<file path="src/rtl/rs_alu_station.sv">
// ALU reservation station: buffers renamed ALU instructions until both
// physical sources are woken, then issues the lowest-index ready entry.

package rs_alu_pkg;
  localparam int unsigned RS_ALU_SIZE   = 8;
  localparam int unsigned PHYS_REG_BITS = 6;
  localparam int unsigned ROB_TAG_BITS  = 5;
  localparam int unsigned XLEN          = 32;
  localparam int unsigned ALU_OP_BITS   = 4;

  typedef enum logic [1:0] {FU_ALU, FU_BRANCH, FU_LSU, FU_MUL} fu_type_t;

  typedef struct packed {
    logic [XLEN-1:0]          pc;
    logic [ALU_OP_BITS-1:0]   alu_op;
    logic                     alu_src;
    logic                     mem_read;
    logic                     mem_write;
    logic                     reg_write;
    logic [PHYS_REG_BITS-1:0] prd;
    logic [PHYS_REG_BITS-1:0] prs1;
    logic [PHYS_REG_BITS-1:0] prs2;
    logic [XLEN-1:0]          immediate;
    logic [ROB_TAG_BITS-1:0]  rob_tag;
  } renamed_instr_t;

  typedef struct packed {
    logic                     valid;
    logic                     ready;
    logic                     prs1_ready;
    logic                     prs2_ready;
    logic [PHYS_REG_BITS-1:0] prs1;
    logic [PHYS_REG_BITS-1:0] prs2;
    logic [PHYS_REG_BITS-1:0] prd;
    logic [XLEN-1:0]          immediate;
    logic [ALU_OP_BITS-1:0]   alu_op;
    logic                     alu_src;
    logic                     mem_read;
    logic                     mem_write;
    logic                     reg_write;
    logic [ROB_TAG_BITS-1:0]  rob_tag;
    logic [XLEN-1:0]          pc;
  } rs_entry_t;
endpackage

module rs_alu_station
  import rs_alu_pkg::*;
#(
  parameter int unsigned DEPTH    = RS_ALU_SIZE,
  parameter int unsigned CNT_BITS = $clog2(DEPTH + 1)
) (
  input  logic                     clk,
  input  logic                     reset,
  input  logic                     flush,
  input  logic                     dispatch_valid,
  output logic                     dispatch_ready,
  input  renamed_instr_t           dispatch_instr,
  input  logic                     dispatch_prs1_ready,
  input  logic                     dispatch_prs2_ready,
  input  logic                     cdb_valid,
  input  logic [PHYS_REG_BITS-1:0] cdb_prd,
  output logic                     issue_valid,
  input  logic                     issue_ready,
  output rs_entry_t                issue_entry,
  output logic [CNT_BITS-1:0]      count
);

  localparam int unsigned IDX_W = (DEPTH > 1) ? $clog2(DEPTH) : 1;

  rs_entry_t           entries      [DEPTH];
  rs_entry_t           entries_next [DEPTH];
  rs_entry_t           new_entry;
  logic [DEPTH-1:0]    valid_vec;
  logic [IDX_W-1:0]    free_idx;
  logic [IDX_W-1:0]    sel_idx;
  logic                sel_found;
  logic                accept;
  logic                fire;
  logic [CNT_BITS-1:0] count_next;

  // Lowest free slot and lowest valid-and-ready slot
  always_comb begin
    valid_vec = '0;
    free_idx  = '0;
    sel_idx   = '0;
    sel_found = 1'b0;
    for (int i = int'(DEPTH) - 1; i >= 0; i--) begin
      valid_vec[i] = entries[i].valid;
      if (!entries[i].valid) begin
        free_idx = IDX_W'(i);
      end
      if (entries[i].valid && entries[i].ready) begin
        sel_idx   = IDX_W'(i);
        sel_found = 1'b1;
      end
    end
  end

  // Handshakes and issue payload, all from current state
  always_comb begin
    dispatch_ready = ~&valid_vec;
    issue_valid    = sel_found & ~flush;
    issue_entry    = issue_valid ? entries[sel_idx] : '0;
    accept         = dispatch_valid & dispatch_ready & ~flush;
    fire           = issue_valid & issue_ready;
  end

  // Incoming entry, capturing a broadcast that coincides with dispatch
  always_comb begin
    new_entry            = '0;
    new_entry.valid      = 1'b1;
    new_entry.prs1       = dispatch_instr.prs1;
    new_entry.prs2       = dispatch_instr.prs2;
    new_entry.prd        = dispatch_instr.prd;
    new_entry.immediate  = dispatch_instr.immediate;
    new_entry.alu_op     = dispatch_instr.alu_op;
    new_entry.alu_src    = dispatch_instr.alu_src;
    new_entry.mem_read   = dispatch_instr.mem_read;
    new_entry.mem_write  = dispatch_instr.mem_write;
    new_entry.reg_write  = dispatch_instr.reg_write;
    new_entry.rob_tag    = dispatch_instr.rob_tag;
    new_entry.pc         = dispatch_instr.pc;
    new_entry.prs1_ready = dispatch_prs1_ready
                         | (cdb_valid && cdb_prd == dispatch_instr.prs1)
                         | (dispatch_instr.prs1 == '0);
    new_entry.prs2_ready = dispatch_prs2_ready
                         | (cdb_valid && cdb_prd == dispatch_instr.prs2)
                         | (dispatch_instr.prs2 == '0)
                         | dispatch_instr.alu_src;
    new_entry.ready      = new_entry.prs1_ready & new_entry.prs2_ready;
  end

  // Next entry state: wakeup, then issue free, then dispatch write
  always_comb begin
    entries_next = entries;
    for (int i = 0; i < int'(DEPTH); i++) begin
      if (entries[i].valid && cdb_valid) begin
        if (cdb_prd == entries[i].prs1) entries_next[i].prs1_ready = 1'b1;
        if (cdb_prd == entries[i].prs2) entries_next[i].prs2_ready = 1'b1;
      end
      entries_next[i].ready = entries_next[i].prs1_ready & entries_next[i].prs2_ready;
    end
    if (fire) begin
      entries_next[sel_idx] = '0;
    end
    if (accept) begin
      entries_next[free_idx] = new_entry;
    end
    count_next = count + CNT_BITS'(accept) - CNT_BITS'(fire);
  end

  // State registers; flush squashes everything including same-cycle traffic
  always_ff @(posedge clk or posedge reset) begin
    if (reset) begin
      entries <= '{default: '0};
      count   <= '0;
    end else if (flush) begin
      entries <= '{default: '0};
      count   <= '0;
    end else begin
      entries <= entries_next;
      count   <= count_next;
    end
  end

endmodule
</file>
<file path="config.mk">
export PLATFORM = sky130hd
export DESIGN_NAME = rs_alu_station
export DESIGN_NICKNAME = d
export VERILOG_FILES = /design/src/rtl/rs_alu_station.sv
export SDC_FILE = /design/constraint.sdc
export NUM_CORES = 2
export LEC_CHECK = 0
export ABC_AREA = 1
export ABC_CLOCK_PERIOD_IN_PS = 33800
export BUFFER_PORTS_ARGS = -buffer_cell sky130_fd_sc_hd__clkbuf_2
export CAP_MARGIN = 20
export CORE_ASPECT_RATIO = 1.25
export CORE_UTILIZATION = 62
export DETAILED_ROUTE_END_ITERATION = 8
export GPL_TIMING_DRIVEN = 1
export PLACE_DENSITY = 0.8
export SYNTH_ARGS = -nofsm -noshare
export SYNTH_HDL_FRONTEND = slang
export SYNTH_SLANG_ARGS = --single-unit
</file>
<file path="constraint.sdc">
create_clock -name clk -period 33.8 [get_ports clk]
set_input_delay 1.69 -clock clk [delete_from_list [all_inputs] [get_ports clk]]
set_output_delay 1.69 -clock clk [all_outputs]
set_load 0.01 [all_outputs]
</file>
==> metrics.yaml <==
end_kind: "output port"
critPathKind: "reg2out"
place_inst: 6433
crit_fanout: 123
crit_buf_inv: 5
rsz0062_at_grt: "false"
combPwrFrac_pct: 7.7
power_mw: 2.07
fin_setup_tns_ps: 0
drt-initial-drc-count: 7218
relSlewSlack_pct: 15.8
violations: "design-rule violations"
use_met1_pct: 57.0
grtUsageTotal_pct: 44.5
yosysTopAreaCell: "dfrtp_1"
busiest_layer: "met2"
synthMostInstantiatedCell: "nand2_1"
clk_pin_slew_ps: 60
routabilityCongestion: 0.964
crit_path_max_incr_delay_ps: 920
cts_setup_buffers: 0
worstSetupStartpointType: "flip-flop"
drive_gt1_share_pct: 8.80
gr-usage-met2_pct: 66.1
synth_common_cells: "nand2_1, a21oi_1, dfrtp_1"
synth_top_area_share_pct: 46.1
dieArea_sq_um: 70800
fill_cells: 5758
netlist_area_sq_um: 43200
synthFlopType: "dfrtp_1"
first_pass_iters: 9
fmax_ghz: 0.132
grt_antenna_before_repair: 11
num_rows: 107
swShare_pct: 25.9
initial_core_util_pct: 63.1
clkPwrFrac_pct: 45.4
overflow: 0
synth.yosys.seq_area_share_pct: 46.1
layout.cells.non_filler: 6590
grt_max_degree: 239
fin_area_sq_um: 46700
pin_count: 214
hold_viol: 0
min_period_ps: 7600
synth_edf_count: 0
io_buffers: 213
pwr-share-seq_pct: 46.9
cts-hold-fix-buffers: 0
synth.distinct_cells: 41
drtAntennaViolNets: 0
synth_cells: 5793
grt_pass1_wl_microns: 244000
clkLatencyLatePin_ps: 670
drv_slew: 0
internal-power_mw: 1.54
drv_cap: 0
final_net_count: 5707
cp_cell_sequence: "nand2_1, nand2_8, inv_2, nand2_1, nand2_4, buf_4, inv_2, nor2_4, buf_4, nand2_1, nand4_1, nor2_1, nor2_1, nor2_1, clkbuf_2"
yosysWarnings: 0
fin_skew_ps: 35.8
core-area_sq_um: 68500
tightest_slew_ps: 1260
setup_viol: 0
post_cts_resized: 0
dpl_cell_area_sq_um: 43900
final_core_util_pct: 68.1
crit_path_top_delay_cell: "nor2_4"
yosys_register_bits: 796
fin_hold_ws_ps: 525
cp.required_ps: 32110
clk_path_buf_depth: 3
die_x_microns: 238
cts_buffers: 81
p_per_area_nw_per_um2: 44.4
dp_hpwl_microns: 83100
async_flop_share_pct: 100
ir_worst_vdd_mv: 0.0387
cts_sinks: 796
root_buffer: "clkbuf_16"
wire_per_inst_microns: 24.2
fin_ws_ps: 26200
die_h_microns: 297
pre_cts_slack_ps: 27140
outcome: "complete, but fails checks"
crit_family: "simple AND/OR/NAND/NOR gates"
grt_pass1_vias: 42296
crit_arrival_ps: 5910
routed_via_density: 6.66
leakagePower_nw: 19.9
p_switching_mw: 0.538
totalWireLength_microns: 159000
syn-num-nets: 5907
postSynthAreaPerCell_sq_um: 7.46
via_count: 43917
met3_usage_pct: 13.5
post-route-period-util_pct: 22.5
yosys-top-cells-area: "dfrtp_1, a21oi_1, nand2_1"
areaGrowthSynthToFinish_pct: 7.99
min_path_type: "reg2reg"
drc: 2
htreeDepth: 3
cts_tree: "done"
-- worst paths after layout --
kind | from | endpoint | slack, ps | cells past startpoint
worst max-delay path | entries[395]$_DFF_PP0_ | issue_entry[93] | 26200 | 15
worst max register to register | entries[395]$_DFF_PP0_ | entries[437]$_DFF_PP0_ | 26960 | 13
worst min register to register | entries[244]$_DFF_PP0_ | entries[244]$_DFF_PP0_ | 530 | 2
min in group asynchronous | reset | entries[24]$_DFF_PP0_ | 1150 | 2
max in group asynchronous | reset | entries[770]$_DFF_PP0_ | 28970 | 7
worst min-delay path | entries[244]$_DFF_PP0_ | entries[244]$_DFF_PP0_ | 530 | 2
-- power groups by stage --
| stage | sequential (mW) | combinational (mW) | clock [mW] |
|---|---|---|---|
| CTS | 0.973 | 0.154 | 0.936 |
| detailed placement | 0.990 | 0.153 | 0 |
| floorplan | 0.989 | 0.0983 | 0 |
| finish | 0.973 | 0.161 | 0.941 |
| global placement | 0.990 | 0.151 | 0 |
| global route | 0.974 | 0.170 | 0.974 |
-- registers in the layout, indices dropped and copies added (netlist names) --
signal and cells:
entries 792, count 4
-- cell families after synthesis --
| kind of cell | count (synthesis) | synth area share, % |
|---|---|---|
| compound gates | 1225 | 14.6 |
| buf+inv | 887 | 8.23 |
| fa+ha+maj | 5 | 0.162 |
| xor+xnor | 39 | 0.790 |
| simple gates | 2841 | 30.2 |
| flops | 796 | 46.1 |
-- final cells by class --
| type | instances | area, sq um | area share, % |
|---|---|---|---|
| Multi-Input combinational cell | 4110 | 20000 | 42.8 |
| Sequential cell | 796 | 19900 | 42.7 |
| Clock buffer | 118 | 2340 | 5.01 |
| Timing Repair Buffer | 273 | 1650 | 3.53 |
| Inverter | 331 | 1260 | 2.70 |
| Tap cell | 926 | 1160 | 2.48 |
| Clock inverter | 29 | 373 | 0.799 |
| Antenna cell | 7 | 17.5 | 0.0375 |
-- worst register-to-register path: stages (launching register included) --
cell and delay (ps):
dfrtp_1 420, nand2_1 210, nand2_8 540, inv_2 210, nand2_1 110, nand2_4 560, buf_4 850, inv_2 100
nor2_4 920, buf_4 680, nand4_4 890, buf_4 740, nand3_1 280, a21oi_1 130
-- placed cells by master (no fill, tap or decap), drive strengths merged --
| master | count |
|---|---|
| a31o | 1 |
| clkbuf | 330 |
| o21bai | 1 |
| o21ai | 307 |
| a211oi | 3 |
| o21a | 3 |
| ha | 4 |
| diode | 7 |
| xor2 | 29 |
| dfrtp | 796 |
| bufinv | 7 |
| inv | 334 |
| fa | 1 |
| o2111ai | 1 |
| buf | 61 |
| nand2 | 1122 |
| nand3b | 276 |
| clkinvlp | 2 |
| nand3 | 791 |
| a21oi | 840 |
| nor2 | 528 |
| a21o | 1 |
| or2 | 43 |
| clkinv | 17 |
| and3 | 1 |
| nor3 | 67 |
| nand4 | 13 |
| o31ai | 1 |
| o22ai | 15 |
| o211ai | 52 |
| xnor2 | 10 |
-- per-layer routing --
| metal | vias up | routed length, microns |
|---|---|---|
| met1 | 20708 | 55400 |
| met5 | - | 130 |
| met2 | 3654 | 69600 |
| met4 | 10 | 10500 |
| li1 | 18721 | - |
| met3 | 824 | 23900 |
(Power assumes the default switching activity.)
